<file path="config.mk">
export PLATFORM = sky130hd
export DESIGN_NAME = cluster_soc_evt_buffer_flat
export DESIGN_NICKNAME = d
export VERILOG_FILES = /design/src/rtl/cluster_soc_evt_buffer_pkg.sv /design/src/rtl/cluster_soc_evt_buffer_if.sv /design/src/rtl/cluster_soc_evt_buffer_fifo.sv /design/src/rtl/cluster_soc_evt_buffer.sv /design/src/flat_wrapper.sv
export SDC_FILE = /design/constraint.sdc
export NUM_CORES = 1
export LEC_CHECK = 0
export CAP_MARGIN = 30
export CORE_UTILIZATION = 47
export CTS_CLUSTER_DIAMETER = 50
export DETAILED_ROUTE_END_ITERATION = 10
export PLACE_DENSITY = 0.77
export SYNTH_ARGS = -nofsm -noshare
export SYNTH_HDL_FRONTEND = slang
export SYNTH_SLANG_ARGS = --single-unit
</file>
<file path="constraint.sdc">
create_clock -name clk_i -period 2.9 [get_ports clk_i]
set_input_delay 0.58 -clock clk_i [delete_from_list [all_inputs] [get_ports clk_i]]
set_output_delay 0.58 -clock clk_i [all_outputs]
set_load 0.05 [all_outputs]
</file>
<file path="src/rtl/cluster_soc_evt_buffer_pkg.sv">
// ----------------------------------------------------------------------------
// pulp_cluster_package (SoC-event buffer slice)
// Register word offsets (cfg_add_i[3:2]) and field bit positions shared by the
// SoC-event buffer and anything that programs it.
// ----------------------------------------------------------------------------
package pulp_cluster_package;

  // Register word offsets, compared against cfg_add_i[3:2]
  localparam logic [1:0] SOCEVT_STATUS = 2'd0;
  localparam logic [1:0] SOCEVT_DROP   = 2'd1;
  localparam logic [1:0] SOCEVT_CTRL   = 2'd2;
  localparam logic [1:0] SOCEVT_LAST   = 2'd3;

  // CTRL bit indices
  localparam int unsigned SOCEVT_CTRL_EN    = 0;
  localparam int unsigned SOCEVT_CTRL_FLUSH = 1;

  // STATUS bit indices
  localparam int unsigned SOCEVT_STATUS_EMPTY = 0;
  localparam int unsigned SOCEVT_STATUS_FULL  = 1;
  localparam int unsigned SOCEVT_STATUS_OVF   = 2;
  localparam int unsigned SOCEVT_STATUS_CNT   = 8;

endpackage

</file>
<file path="src/rtl/cluster_soc_evt_buffer_if.sv">
// ----------------------------------------------------------------------------
// cluster_soc_evt_buffer_if
// Bundles the three channels of the SoC-event buffer:
//   soc_evt_*  : SoC event strobe in (never back-pressured)
//   evt_*      : valid/ready stream toward the event unit
//   cfg_*      : slave-peripheral register port (req/gnt + registered response)
// master modport = environment side, slave modport = the buffer itself.
// ----------------------------------------------------------------------------
interface cluster_soc_evt_buffer_if #(
  parameter int EVNT_WIDTH = 8,
  parameter int ID_WIDTH   = 5
) ();

  logic                  soc_evt_valid_i;
  logic [EVNT_WIDTH-1:0] soc_evt_data_i;
  logic                  soc_evt_ready_o;

  logic                  evt_valid_o;
  logic [EVNT_WIDTH-1:0] evt_data_o;
  logic                  evt_ready_i;

  logic                  cfg_req_i;
  logic [31:0]           cfg_add_i;
  logic                  cfg_wen_i;
  logic [31:0]           cfg_wdata_i;
  logic [3:0]            cfg_be_i;
  logic [ID_WIDTH-1:0]   cfg_id_i;
  logic                  cfg_gnt_o;
  logic                  cfg_r_valid_o;
  logic [31:0]           cfg_r_rdata_o;
  logic                  cfg_r_opc_o;
  logic [ID_WIDTH-1:0]   cfg_r_id_o;

  modport master (
    output soc_evt_valid_i, soc_evt_data_i, evt_ready_i,
           cfg_req_i, cfg_add_i, cfg_wen_i, cfg_wdata_i, cfg_be_i, cfg_id_i,
    input  soc_evt_ready_o, evt_valid_o, evt_data_o,
           cfg_gnt_o, cfg_r_valid_o, cfg_r_rdata_o, cfg_r_opc_o, cfg_r_id_o
  );

  modport slave (
    input  soc_evt_valid_i, soc_evt_data_i, evt_ready_i,
           cfg_req_i, cfg_add_i, cfg_wen_i, cfg_wdata_i, cfg_be_i, cfg_id_i,
    output soc_evt_ready_o, evt_valid_o, evt_data_o,
           cfg_gnt_o, cfg_r_valid_o, cfg_r_rdata_o, cfg_r_opc_o, cfg_r_id_o
  );

endinterface

</file>
<file path="src/rtl/cluster_soc_evt_buffer_fifo.sv">
// ----------------------------------------------------------------------------
// soc_evt_fifo
// Parametric synchronous FIFO with push/pop/flush.
//   clk_i, rst_ni : clock, async active-low reset (pointers/count only)
//   push_i        : write data_i (accepted when not full, or full with pop)
//   pop_i         : drop head entry (ignored when empty)
//   flush_i       : empty the FIFO; same-cycle push/pop are ignored
//   data_o        : head entry, forced to 0 while empty
//   empty_o, full_o, count_o : occupancy
// ----------------------------------------------------------------------------
module soc_evt_fifo #(
  parameter int DATA_W = 8,
  parameter int DEPTH  = 8
) (
  input  logic                         clk_i,
  input  logic                         rst_ni,
  input  logic                         push_i,
  input  logic                         pop_i,
  input  logic                         flush_i,
  input  logic [DATA_W-1:0]            data_i,
  output logic [DATA_W-1:0]            data_o,
  output logic                         empty_o,
  output logic                         full_o,
  output logic [$clog2(DEPTH):0]       count_o
);

  localparam int PTR_W = $clog2(DEPTH);
  localparam int CNT_W = PTR_W + 1;

  logic [DATA_W-1:0] mem_q [DEPTH];
  logic [PTR_W-1:0]  wr_ptr_q;
  logic [PTR_W-1:0]  rd_ptr_q;
  logic [CNT_W-1:0]  count_q;
  logic              do_push;
  logic              do_pop;

  assign empty_o = (count_q == '0);
  assign full_o  = (count_q == CNT_W'(DEPTH));
  assign count_o = count_q;

  assign do_pop  = pop_i && !empty_o && !flush_i;
  // A full FIFO can still take a push when the head leaves in the same cycle
  assign do_push = push_i && !flush_i && (!full_o || do_pop);

  always_ff @(posedge clk_i or negedge rst_ni) begin
    if (!rst_ni) begin
      wr_ptr_q <= '0;
      rd_ptr_q <= '0;
      count_q  <= '0;
    end else if (flush_i) begin
      wr_ptr_q <= '0;
      rd_ptr_q <= '0;
      count_q  <= '0;
    end else begin
      if (do_push) wr_ptr_q <= wr_ptr_q + 1'b1;
      if (do_pop)  rd_ptr_q <= rd_ptr_q + 1'b1;
      case ({do_push, do_pop})
        2'b10:   count_q <= count_q + 1'b1;
        2'b01:   count_q <= count_q - 1'b1;
        default: count_q <= count_q;
      endcase
    end
  end

  // Storage carries no reset; the empty gate below hides stale entries
  always_ff @(posedge clk_i) begin
    if (do_push) mem_q[wr_ptr_q] <= data_i;
  end

  assign data_o = empty_o ? '0 : mem_q[rd_ptr_q];

endmodule

</file>
<file path="src/rtl/cluster_soc_evt_buffer.sv">
// ----------------------------------------------------------------------------
// cluster_soc_evt_buffer
// Buffers SoC peripheral event IDs in a FIFO and streams them to the event
// unit. Events arriving while full (without a same-cycle pop) are dropped and
// counted; events arriving while disabled are discarded silently.
//   clk_i  : cluster clock
//   rst_ni : async active-low reset
//   bus    : slave modport of cluster_soc_evt_buffer_if
//            soc_evt_* in, evt_* stream out, cfg_* register port
// Registers (cfg_add_i[3:2]): STATUS, DROP_CNT, CTRL, LAST_DROP.
// ----------------------------------------------------------------------------
module cluster_soc_evt_buffer
  import pulp_cluster_package::*;
#(
  parameter int EVNT_WIDTH = 8,
  parameter int FIFO_DEPTH = 8,
  parameter int ID_WIDTH   = 5
) (
  input  logic                    clk_i,
  input  logic                    rst_ni,
  cluster_soc_evt_buffer_if.slave bus
);

  localparam int CNT_W = $clog2(FIFO_DEPTH) + 1;

  function automatic logic [31:0] sat_inc(input logic [31:0] v);
    return (&v) ? v : v + 32'd1;
  endfunction

  logic                  fifo_empty;
  logic                  fifo_full;
  logic [CNT_W-1:0]      fifo_count;
  logic [EVNT_WIDTH-1:0] fifo_data;

  logic                  en_q;
  logic                  ovf_q;
  logic [31:0]           drop_cnt_q;
  logic [EVNT_WIDTH-1:0] last_drop_q;

  logic [1:0]            cfg_off;
  logic                  cfg_unaligned;
  logic                  cfg_wr;
  logic                  ctrl_wr;
  logic                  drop_clr;
  logic                  flush;
  logic                  push;
  logic                  pop;
  logic                  drop;
  logic [31:0]           rdata_mux;

  logic                  vld_p1;
  logic [31:0]           rdata_p1;
  logic                  opc_p1;
  logic [ID_WIDTH-1:0]   id_p1;

  logic                  unused_cfg;
  assign unused_cfg = ^{bus.cfg_add_i[31:4], bus.cfg_wdata_i[31:2], bus.cfg_be_i[3:1]};

  // Address decode; unaligned accesses never write
  assign cfg_off       = bus.cfg_add_i[3:2];
  assign cfg_unaligned = |bus.cfg_add_i[1:0];
  assign cfg_wr        = bus.cfg_req_i && !bus.cfg_wen_i && !cfg_unaligned;
  assign ctrl_wr       = cfg_wr && (cfg_off == SOCEVT_CTRL) && bus.cfg_be_i[0];
  assign drop_clr      = cfg_wr && (cfg_off == SOCEVT_DROP) && (|bus.cfg_be_i);
  assign flush         = ctrl_wr && bus.cfg_wdata_i[SOCEVT_CTRL_FLUSH];

  // Flush overrides both sides of the FIFO and suppresses drop accounting
  assign pop  = !fifo_empty && bus.evt_ready_i && !flush;
  assign push = bus.soc_evt_valid_i && en_q && (!fifo_full || pop) && !flush;
  assign drop = bus.soc_evt_valid_i && en_q && fifo_full && !pop && !flush;

  soc_evt_fifo #(
    .DATA_W (EVNT_WIDTH),
    .DEPTH  (FIFO_DEPTH)
  ) u_fifo (
    .clk_i   (clk_i),
    .rst_ni  (rst_ni),
    .push_i  (push),
    .pop_i   (pop),
    .flush_i (flush),
    .data_i  (bus.soc_evt_data_i),
    .data_o  (fifo_data),
    .empty_o (fifo_empty),
    .full_o  (fifo_full),
    .count_o (fifo_count)
  );

  assign bus.soc_evt_ready_o = 1'b1;
  assign bus.evt_valid_o     = !fifo_empty;
  assign bus.evt_data_o      = fifo_data;
  assign bus.cfg_gnt_o       = bus.cfg_req_i;

  always_ff @(posedge clk_i or negedge rst_ni) begin
    if (!rst_ni) begin
      en_q        <= 1'b1;
      ovf_q       <= 1'b0;
      drop_cnt_q  <= '0;
      last_drop_q <= '0;
    end else begin
      if (ctrl_wr) en_q <= bus.cfg_wdata_i[SOCEVT_CTRL_EN];
      // A clear racing a drop leaves exactly that one drop recorded
      if (drop_clr)  drop_cnt_q <= drop ? 32'd1 : 32'd0;
      else if (drop) drop_cnt_q <= sat_inc(drop_cnt_q);
      if (drop)          ovf_q <= 1'b1;
      else if (drop_clr) ovf_q <= 1'b0;
      if (drop) last_drop_q <= bus.soc_evt_data_i;
    end
  end

  always_comb begin
    rdata_mux = '0;
    case (cfg_off)
      SOCEVT_STATUS: begin
        rdata_mux[SOCEVT_STATUS_EMPTY]           = fifo_empty;
        rdata_mux[SOCEVT_STATUS_FULL]            = fifo_full;
        rdata_mux[SOCEVT_STATUS_OVF]             = ovf_q;
        rdata_mux[SOCEVT_STATUS_CNT +: CNT_W]    = fifo_count;
      end
      SOCEVT_DROP: rdata_mux = drop_cnt_q;
      SOCEVT_CTRL: rdata_mux[SOCEVT_CTRL_EN] = en_q;
      default:     rdata_mux[EVNT_WIDTH-1:0] = last_drop_q;
    endcase
  end

  // ---- stage p1: registered response, one cycle after grant ----
  always_ff @(posedge clk_i or negedge rst_ni) begin
    if (!rst_ni) begin
      vld_p1   <= 1'b0;
      rdata_p1 <= '0;
      opc_p1   <= 1'b0;
      id_p1    <= '0;
    end else begin
      vld_p1 <= bus.cfg_req_i;
      if (bus.cfg_req_i) begin
        id_p1    <= bus.cfg_id_i;
        opc_p1   <= cfg_unaligned;
        rdata_p1 <= (bus.cfg_wen_i && !cfg_unaligned) ? rdata_mux : 32'd0;
      end
    end
  end

  assign bus.cfg_r_valid_o = vld_p1;
  assign bus.cfg_r_rdata_o = rdata_p1;
  assign bus.cfg_r_opc_o   = opc_p1;
  assign bus.cfg_r_id_o    = id_p1;

endmodule

</file>
<file path="src/flat_wrapper.sv">
// flat-port wrapper written by rule: the top's interface ports become plain ports
module cluster_soc_evt_buffer_flat import pulp_cluster_package::*;
#(
  parameter int EVNT_WIDTH = 8,
  parameter int FIFO_DEPTH = 8,
  parameter int ID_WIDTH   = 5
)
  (clk_i, rst_ni, bus_soc_evt_valid_i, bus_soc_evt_data_i, bus_evt_ready_i, bus_cfg_req_i, bus_cfg_add_i, bus_cfg_wen_i, bus_cfg_wdata_i, bus_cfg_be_i, bus_cfg_id_i, bus_soc_evt_ready_o, bus_evt_valid_o, bus_evt_data_o, bus_cfg_gnt_o, bus_cfg_r_valid_o, bus_cfg_r_rdata_o, bus_cfg_r_opc_o, bus_cfg_r_id_o);
  cluster_soc_evt_buffer_if #(.EVNT_WIDTH(EVNT_WIDTH), .ID_WIDTH(ID_WIDTH)) bus_i ();
  input  logic clk_i;
  input  logic rst_ni;
  input wire logic [$bits(bus_i.soc_evt_valid_i)-1:0] bus_soc_evt_valid_i;
  input wire logic [$bits(bus_i.soc_evt_data_i)-1:0] bus_soc_evt_data_i;
  input wire logic [$bits(bus_i.evt_ready_i)-1:0] bus_evt_ready_i;
  input wire logic [$bits(bus_i.cfg_req_i)-1:0] bus_cfg_req_i;
  input wire logic [$bits(bus_i.cfg_add_i)-1:0] bus_cfg_add_i;
  input wire logic [$bits(bus_i.cfg_wen_i)-1:0] bus_cfg_wen_i;
  input wire logic [$bits(bus_i.cfg_wdata_i)-1:0] bus_cfg_wdata_i;
  input wire logic [$bits(bus_i.cfg_be_i)-1:0] bus_cfg_be_i;
  input wire logic [$bits(bus_i.cfg_id_i)-1:0] bus_cfg_id_i;
  output wire logic [$bits(bus_i.soc_evt_ready_o)-1:0] bus_soc_evt_ready_o;
  output wire logic [$bits(bus_i.evt_valid_o)-1:0] bus_evt_valid_o;
  output wire logic [$bits(bus_i.evt_data_o)-1:0] bus_evt_data_o;
  output wire logic [$bits(bus_i.cfg_gnt_o)-1:0] bus_cfg_gnt_o;
  output wire logic [$bits(bus_i.cfg_r_valid_o)-1:0] bus_cfg_r_valid_o;
  output wire logic [$bits(bus_i.cfg_r_rdata_o)-1:0] bus_cfg_r_rdata_o;
  output wire logic [$bits(bus_i.cfg_r_opc_o)-1:0] bus_cfg_r_opc_o;
  output wire logic [$bits(bus_i.cfg_r_id_o)-1:0] bus_cfg_r_id_o;
  assign bus_i.soc_evt_valid_i = bus_soc_evt_valid_i;
  assign bus_i.soc_evt_data_i = bus_soc_evt_data_i;
  assign bus_i.evt_ready_i = bus_evt_ready_i;
  assign bus_i.cfg_req_i = bus_cfg_req_i;
  assign bus_i.cfg_add_i = bus_cfg_add_i;
  assign bus_i.cfg_wen_i = bus_cfg_wen_i;
  assign bus_i.cfg_wdata_i = bus_cfg_wdata_i;
  assign bus_i.cfg_be_i = bus_cfg_be_i;
  assign bus_i.cfg_id_i = bus_cfg_id_i;
  assign bus_soc_evt_ready_o = bus_i.soc_evt_ready_o;
  assign bus_evt_valid_o = bus_i.evt_valid_o;
  assign bus_evt_data_o = bus_i.evt_data_o;
  assign bus_cfg_gnt_o = bus_i.cfg_gnt_o;
  assign bus_cfg_r_valid_o = bus_i.cfg_r_valid_o;
  assign bus_cfg_r_rdata_o = bus_i.cfg_r_rdata_o;
  assign bus_cfg_r_opc_o = bus_i.cfg_r_opc_o;
  assign bus_cfg_r_id_o = bus_i.cfg_r_id_o;
  cluster_soc_evt_buffer #(.EVNT_WIDTH(EVNT_WIDTH), .FIFO_DEPTH(FIFO_DEPTH), .ID_WIDTH(ID_WIDTH)) u_core (.clk_i(clk_i), .rst_ni(rst_ni), .bus(bus_i));
endmodule
</file>
[After elaboration in Yosys (flattened, before gate mapping)]
Memory sizes are Yosys's and may differ from the RTL's.
Cells that the tools add are included.
W data, S select, Z words.
Storage, ports and cells
  register bits after elaboration: 91
  RAM bits: 64
  input bits: 87
  output and inout bits: 50
  word-level logic and storage cells: 83
  memories: 1
Operators by class
  add/subtract/negate cells: 5
  equal/unequal tests: 6
  multiplexer cells: 21
  reductions and logical operators: 39
Memories
  u_core.u_fifo.mem_q: words 8, bits a word 8, read ports 1, clocked after Yosys merged registers in 0, write ports 1, line cluster_soc_evt_buffer_fifo.sv:30  | logic [DATA_W-1:0] mem_q [DEPTH];
Operator list (number)
  $mux W32: 4
  $add A32 B1 Y32 const B: 1
  $reduce_and A32 Y1: 1
  $logic_and A1 B1 Y1: 20
  $mux W20: 1
  $pmux W4 S2: 2
  $mux W3: 4
  $pmux W5 S2: 1
  $mux W8: 1
  $add A3 B1 Y3 const B: 2
  $logic_not A1 Y1: 6
  $pmux W2 S3: 1
  $reduce_bool A2 Y1: 3
  $mux W1: 5
  $add A4 B1 Y4 const B: 1
  $eq A2 B1 Y1 const B: 2
  $eq A2 B2 Y1 const B: 2
  $eq A4 B4 Y1 const B: 1
  $logic_not A4 Y1: 1
  $mux W4: 1
  $reduce_or A2 Y1: 2
  $reduce_or A4 Y1: 1
  $sub A4 B1 Y4 const B: 1
  $pmux W1 S3: 1
  other kinds (5): 6

[Logic depth before layout (Yosys ltp)]
  depth after elaboration: 16
  mapped depth: 12
  mapped depth without buffers: 11

[By module]
From an unflattened synthesis, not the netlist that was laid out.
Unflattened totals
  cell total of the unflattened synthesis: 560
  area, all modules: 7064.3 µm²
By module, submodules not included
  cluster_soc_evt_buffer: times used 1, cells an instance 381, area an instance 3928.8 µm², sequential area each 2028.2 µm²
  soc_evt_fifo: times used 1, cells an instance 179, area an instance 3135.5 µm², sequential area each 2172.1 µm²

[Worst setup path before layout]
No wires, ideal clock.
  path type: reg-to-reg
  from: register u_core.u_fifo.count_q[2], in the netlist u_core.u_fifo.count_o[2]
  to: register u_core.u_fifo.count_q[2], in the netlist u_core.u_fifo.count_o[2]
  setup time: 78 ps
  data arrival time: 3388 ps
  data required time: 2822 ps
  path slack: -565 ps
  stages on the path, launching flop included: 13
  buffers on the path: 1
  period minus slack after synthesis: 3465 ps
  cell sequence: dfrtp_1 buf_6 nor4_1 inv_1 nand2_1 nor2_1 ha_1 xor2_1 ha_1 a21oi_1 xor2_1 or3_1 a21oi_1
Between the ends
  cells in the longest elaborated chain, start to end: 12
  elaborated cells on any way between the ends: 21
  those cells by class: add/sub: 2; eq/ne: 3; mux: 2; reduce/logical: 14
RTL lines
  start, declared: line cluster_soc_evt_buffer_fifo.sv:33  | logic [CNT_W-1:0] count_q;
  start signal, assigned: line cluster_soc_evt_buffer_fifo.sv:58  | 2'b10: count_q <= count_q + 1'b1;
  start signal, assigned: line cluster_soc_evt_buffer_fifo.sv:59  | 2'b01: count_q <= count_q - 1'b1;
  start signal, assigned: line cluster_soc_evt_buffer_fifo.sv:60  | default: count_q <= count_q;
  $logic_not A4 Y1 (*): line cluster_soc_evt_buffer_fifo.sv:37  | assign empty_o = (count_q == '0);
  $logic_not A1 Y1 (*)
  named net bus_evt_valid_o: line flat_wrapper.sv:22  | output wire logic [$bits(bus_i.evt_valid_o)-1:0] bus_evt_valid_o;
  $logic_and A1 B1 Y1 (2 in a row): line cluster_soc_evt_buffer.sv:68  | assign pop = !fifo_empty && bus.evt_ready_i && !flush;
  $logic_or A1 B1 Y1: line cluster_soc_evt_buffer.sv:69  | assign push = bus.soc_evt_valid_i && en_q && (!fifo_full || pop) && !flush;
  $logic_and A1 B1 Y1 (2 in a row): line cluster_soc_evt_buffer.sv:69
  $logic_and A1 B1 Y1 (2 in a row): line cluster_soc_evt_buffer_fifo.sv:43  | assign do_push = push_i && !flush_i && (!full_o || do_pop);
  $eq A2 B1 Y1 / $eq A2 B2 Y1 (equally long branches): line cluster_soc_evt_buffer_fifo.sv:57  | case ({do_push, do_pop})
  $pmux W4 S2: line cluster_soc_evt_buffer_fifo.sv:57
  $mux W4: line cluster_soc_evt_buffer_fifo.sv:50  | end else if (flush_i) begin
Mark *: on every way through the listed nets, which the timed path passes. The rest lies on a longest branch.
A chain may end at the register's enable or synchronous reset.

[Worst setup path after layout]
  from: input port bus_cfg_add_i[0]
  to: register u_core.u_fifo.count_q[2], in the netlist u_core.u_fifo.count_o[2]
Between the ends
  cells in the longest elaborated chain, start to end: 16
  elaborated cells on any way between the ends: 21
  those cells by class: eq/ne: 2; mux: 2; reduce/logical: 17
RTL lines
  start, declared: line flat_wrapper.sv:16  | input wire logic [$bits(bus_i.cfg_add_i)-1:0] bus_cfg_add_i;
  $reduce_or A2 Y1 (*): line cluster_soc_evt_buffer.sv:61  | assign cfg_unaligned = |bus.cfg_add_i[1:0];
  $logic_not A1 Y1 (*): line cluster_soc_evt_buffer.sv:62  | assign cfg_wr = bus.cfg_req_i && !bus.cfg_wen_i && !cfg_unaligned;
  $logic_and A1 B1 Y1 (*): line cluster_soc_evt_buffer.sv:62
  $logic_and A1 B1 Y1 (*) (2 in a row): line cluster_soc_evt_buffer.sv:63  | assign ctrl_wr = cfg_wr && (cfg_off == SOCEVT_CTRL) && bus.cfg_be_i[0];
  $logic_and A1 B1 Y1 (*): line cluster_soc_evt_buffer.sv:65  | assign flush = ctrl_wr && bus.cfg_wdata_i[SOCEVT_CTRL_FLUSH];
  $logic_not A1 Y1
  $logic_and A1 B1 Y1: line cluster_soc_evt_buffer.sv:68
  $logic_or A1 B1 Y1: line cluster_soc_evt_buffer.sv:69
  $logic_and A1 B1 Y1 (2 in a row): line cluster_soc_evt_buffer.sv:69
  $logic_and A1 B1 Y1 (2 in a row): line cluster_soc_evt_buffer_fifo.sv:43
  $eq A2 B1 Y1 / $eq A2 B2 Y1 (equally long branches): line cluster_soc_evt_buffer_fifo.sv:57
  $pmux W4 S2: line cluster_soc_evt_buffer_fifo.sv:57
  $mux W4: line cluster_soc_evt_buffer_fifo.sv:50
Mark *: on every way between the ends. The rest lies on a longest branch, timed or not.

==> flow_results.xml <==
<?xml version="1.0" encoding="UTF-8"?>
<metrics>
  <group name="run_status">
    <metric name="outcome" unit="">finished clean</metric>
  </group>
  <group name="sta">
    <metric name="finalCriticalPeriod" unit="ps">2770</metric>
    <metric name="finalCritPeriodShare" unit="">0.955</metric>
    <metric name="slew_viol_final" unit="">0</metric>
    <metric name="max_freq" unit="MHz">361</metric>
    <metric name="max_slew_margin" unit="">0.502</metric>
    <metric name="timing_hold_violations_final" unit="">0</metric>
    <metric name="finClkSkew" unit="ps">10.2</metric>
    <metric name="finalWorstSetupSlack" unit="ps">131</metric>
    <metric name="number_of_setup_violations_in_the_final_report" unit="">0</metric>
    <metric name="worstMarginPinSlew" unit="ps">744</metric>
  </group>
  <group name="floorplan">
    <metric name="core" unit="sq mm">0.0141</metric>
    <metric name="dieArea" unit="sq mm">0.0152</metric>
    <metric name="dieWidth" unit="microns">123</metric>
    <metric name="die_height" unit="microns">123</metric>
    <metric name="num_io_pins" unit="">137</metric>
    <metric name="core.rowCount" unit="">43</metric>
    <metric name="initial_utilization" unit="">0.491</metric>
  </group>
  <group name="synthesis">
    <metric name="post-synth-top-area-fraction" unit="">0.326</metric>
    <metric name="synthesis.yosys.warnings" unit="">0</metric>
    <metric name="synth_fp_nets" unit="">643</metric>
    <metric name="synth_largest_area_cell" unit="">sky130_fd_sc_hd__dfrtp_1</metric>
    <metric name="synth_register_bits" unit="">155</metric>
    <metric name="syn-mean-instance-area" unit="sq um">12.6</metric>
    <metric name="post_synth_main_area_contributors" unit="">sky130_fd_sc_hd__dfrtp_1 33%, sky130_fd_sc_hd__edfxtp_1 28%, sky130_fd_sc_hd__mux4_2 5.5%</metric>
    <metric name="post_synth_edffs" unit="">64</metric>
    <metric name="synth.cell_area" unit="sq mm">0.00691</metric>
    <metric name="synth-async-reset-ratio" unit="">0.587</metric>
    <metric name="synth_sequential_area_ratio" unit="">0.607</metric>
    <metric name="synthDistinctLibCells" unit="">52</metric>
    <metric name="syn_inst" unit="">550</metric>
    <metric name="yosys_most_used_dff" unit="">sky130_fd_sc_hd__dfrtp_1</metric>
  </group>
  <group name="worst_setup_path">
    <metric name="critical_path_arrival" unit="ps">3120</metric>
    <metric name="worst_ep_required_time" unit="ps">3250</metric>
    <metric name="cp-end-kind" unit="">register</metric>
    <metric name="worstPathMaxFanout" unit="">5</metric>
    <metric name="r2r_cells" unit="">5</metric>
    <metric name="worstReg2RegStart" unit="">u_core.drop_cnt_q[6]$_DFFE_PN0P_</metric>
    <metric name="critPathCapture" unit="">u_core.u_fifo.count_o[2]$_DFFE_PN0P_</metric>
    <metric name="r2r_slack" unit="ps">200</metric>
    <metric name="setup.worst_path.start" unit="">bus_cfg_add_i[0]</metric>
    <metric name="timing.critical_path.from_type" unit="">input pin</metric>
    <metric name="critical_path.reg2reg.endpoint" unit="">u_core.drop_cnt_q[20]$_DFFE_PN0P_</metric>
    <metric name="path_class" unit="">in2reg</metric>
  </group>
  <group name="finish">
    <metric name="drive_gt1_frac" unit="">0.185</metric>
    <metric name="highest_count_cells_in_the_layout_ignoring_fill_and_taps" unit="">90 x sky130_fd_sc_hd__dfrtp_1, 66 x sky130_fd_sc_hd__clkdlybuf4s50_1, 64 x sky130_fd_sc_hd__edfxtp_1, 58 x sky130_fd_sc_hd__nand2_1, 51 x sky130_fd_sc_hd__buf_4</metric>
    <metric name="areaGrowthSynthToFinish" unit="%">25.5</metric>
    <metric name="antenna_cells_inserted" unit="">0</metric>
    <metric name="nNetsFinal" unit="">749</metric>
    <metric name="final_design_area_no_fill" unit="sq mm">0.00867</metric>
    <metric name="layoutNonFillerInstCount" unit="">849</metric>
    <metric name="filler_cell_count" unit="">1107</metric>
    <metric name="finish.utilization" unit="">0.615</metric>
    <metric name="final_common_cell" unit="">sky130_fd_sc_hd__dfrtp_1</metric>
  </group>
  <group name="placed_design">
    <metric name="dpl.hpwl" unit="mm">11.0</metric>
    <metric name="preCtsSetupSlack" unit="ps">-544</metric>
    <metric name="port-buffer-count" unit="">77</metric>
    <metric name="dp_cells" unit="">817</metric>
    <metric name="place.gp.congestion" unit="">0.868</metric>
    <metric name="place_area" unit="sq mm">0.00812</metric>
  </group>
  <group name="job">
    <metric name="max_cap_viol_count" unit="">0</metric>
  </group>
  <group name="route">
    <metric name="drt.antenna.violating_nets" unit="">0</metric>
    <metric name="firstDrtPassIters" unit="">5</metric>
    <metric name="dr.first_iter.drc_count" unit="">411</metric>
    <metric name="routed-via-count" unit="">4952</metric>
    <metric name="avgRoutedWirePerCell" unit="microns">18.5</metric>
    <metric name="finalWirelength" unit="mm">15.7</metric>
    <metric name="remaining_drc_errors" unit="">0</metric>
    <metric name="vias_per_cell" unit="">5.83</metric>
  </group>
  <group name="clocking">
    <metric name="cts.reportedPaths.clkPinSlew" unit="ps">70</metric>
    <metric name="cts_tree" unit="">yes</metric>
    <metric name="cts_root_buf" unit="">sky130_fd_sc_hd__clkbuf_16</metric>
    <metric name="clock_sinks" unit="">155</metric>
    <metric name="clock_tree.buffer_depth" unit="">2</metric>
    <metric name="cts_inserted_buffers" unit="">17</metric>
    <metric name="cts_htree_levels" unit="">4</metric>
    <metric name="clock_insertion_delay_worst_skew" unit="ps">430</metric>
  </group>
  <group name="power">
    <metric name="vdd_ir_drop_max" unit="V">0.000425</metric>
    <metric name="internal-power" unit="mW">4.25</metric>
    <metric name="switching_power" unit="mW">2.04</metric>
    <metric name="power_frac_clock" unit="">0.322</metric>
    <metric name="combinationalPowerShare" unit="">0.264</metric>
    <metric name="total_power" unit="mW">6.29</metric>
    <metric name="power_per_cell_area" unit="mW/mm^2">725</metric>
    <metric name="share_seq_of_total_power" unit="">0.414</metric>
    <metric name="switching_share" unit="">0.324</metric>
    <metric name="lkg_pwr" unit="nW">3.46</metric>
  </group>
  <group name="global_routing">
    <metric name="grt.met1_usage" unit="">0.274</metric>
    <metric name="global_route.usage.total" unit="">0.223</metric>
    <metric name="grt-ovfl-total" unit="">0</metric>
    <metric name="top_usage_layer" unit="">met2</metric>
    <metric name="grt_max_degree" unit="">50</metric>
    <metric name="use_met2" unit="">0.391</metric>
    <metric name="met3_grt_util" unit="">0.0544</metric>
    <metric name="first_pass_grt_wire_length" unit="mm">25.7</metric>
    <metric name="grt_pass1_vias" unit="">5040</metric>
    <metric name="grt_antenna_before_repair" unit="">0</metric>
  </group>
  <group name="hold_path">
    <metric name="class_of_the_worst_hold_path" unit="">in2async</metric>
  </group>
</metrics>
## how the worst min path moves through the flow
stage | to | depth (start not counted) | slack [ps] | from
3_5_place_dp | u_core.last_drop_q[0]$_DFFE_PN0P_ | 2 | 460 | u_core.last_drop_q[0]$_DFFE_PN0P_
4_1_cts | u_core.bus.cfg_r_rdata_o[31]$_DFFE_PN0P_ | 1 | 150 | rst_ni
6_report | u_core.bus.cfg_r_rdata_o[31]$_DFFE_PN0P_ | 1 | 140 | rst_ni
2_1_floorplan | u_core.bus.cfg_r_id_o[0]$_DFFE_PN0P_ | 0 | 280 | rst_ni
5_1_grt | u_core.bus.cfg_r_rdata_o[31]$_DFFE_PN0P_ | 1 | 180 | rst_ni
3_3_place_gp | u_core.ovf_q$_DFFE_PN0P_ | 2 | 460 | u_core.ovf_q$_DFFE_PN0P_
## per-layer routing
layer	share of wire	up-vias
li1	-	2296
met1	0.42	2510
met2	0.53	137
met3	0.047	9
met4	0.0070	0
met5	0	-
## flip-flops by register name (all words and copies together) (netlist names)
name,count
u_core.bus.cfg_r_opc_o,1
u_core.u_fifo.wr_ptr_q,3
u_core.en_q,1
u_core.u_fifo.count_o,4
u_core.ovf_q,1
u_core.u_fifo.mem_q,64
u_core.u_fifo.rd_ptr_q,3
u_core.last_drop_q,8
u_core.bus.cfg_r_id_o,5
u_core.bus.cfg_r_rdata_o,32
u_core.drop_cnt_q,32
u_core.bus.cfg_r_valid_o,1
## worst max-delay path, cell delays in order
cell and delay [ps]:
sky130_fd_sc_hd__clkdlybuf4s50_1 460, sky130_fd_sc_hd__nor4b_4 360, sky130_fd_sc_hd__and4_4 310, sky130_fd_sc_hd__nor2_1 70, sky130_fd_sc_hd__inv_1 80, sky130_fd_sc_hd__ha_2 220, sky130_fd_sc_hd__xor2_1 180, sky130_fd_sc_hd__ha_1 160
sky130_fd_sc_hd__a21oi_1 50, sky130_fd_sc_hd__xor2_1 160, sky130_fd_sc_hd__or3_1 320, sky130_fd_sc_hd__a21oi_1 150
## per-stage QoR
step                      hold WS, ps  setup TNS (ps)
after detailed placement          461           -1880
after CTS                         147               0
final                             142               0
after global routing              177           -9.31
after floorplan                   284            -262
after global placement            462           -2250
## final cells by class
class                      instances  area (sq um)  area share
clock inverter                    13           108      0.0124
inverter                           9          33.8     0.00389
multi-input combinational        351          2560       0.295
timing repair buffer             122          1110       0.129
clock buffer                      19           433      0.0499
sequential                       155          4200       0.484
tap                              180           225      0.0260
## cell usage after synthesis, drive strengths merged, types with 3 or more instances
master and number:
a31o 3, xor2 7, and2 4, mux2i 25
and3 3, nor4 6, nand2 58, or4b 4
or3 7, dfrtp 90, o2bb2ai 10, inv 9
nand4 17, mux2 6, nand3 16, o31ai 12
nand2b 7, clkbuf 23, and4 5, or4 12
ha 6, a22o 22, nor2 39, buf 12
a21oi 28, mux4 17, o21ai 9, nor3 9
edfxtp 64
## cell families (layout without fill, tap and decap cells)
family | Yosys count | in the layout | share of synthesized area
AOI/OAI and AO/OA | 94 | 94 | 0.0972
xor gates and xnor gates | 9 | 9 | 0.0114
adders and majority gates | 6 | 6 | 0.0109
buffers and inverters | 44 | 163 | 0.0270
DFF | 155 | 155 | 0.607
muxes | 48 | 48 | 0.101
other | 1 | 1 | 0.000542
and+or+nand+nor | 193 | 193 | 0.144
## power groups by stage
stage | clock network [mW] | logic, mW | registers (mW)
after floorplan | 0 | 1.20 | 2.59
after global placement | 0 | 1.59 | 2.63
after detailed placement | 0 | 1.65 | 2.65
after CTS | 2.06 | 1.67 | 2.61
after global routing | 2.15 | 1.79 | 2.62
final | 2.02 | 1.66 | 2.60
## timing repair
item / in CTS / in global routing
hold buffers: 0 / 0
buffers inserted: 0 / 0
pin swaps: 0 / 1
setup endpoints to repair: 1 / 2
gates resized for setup: 2 / 3
Power figures use the tool's default switching activity.
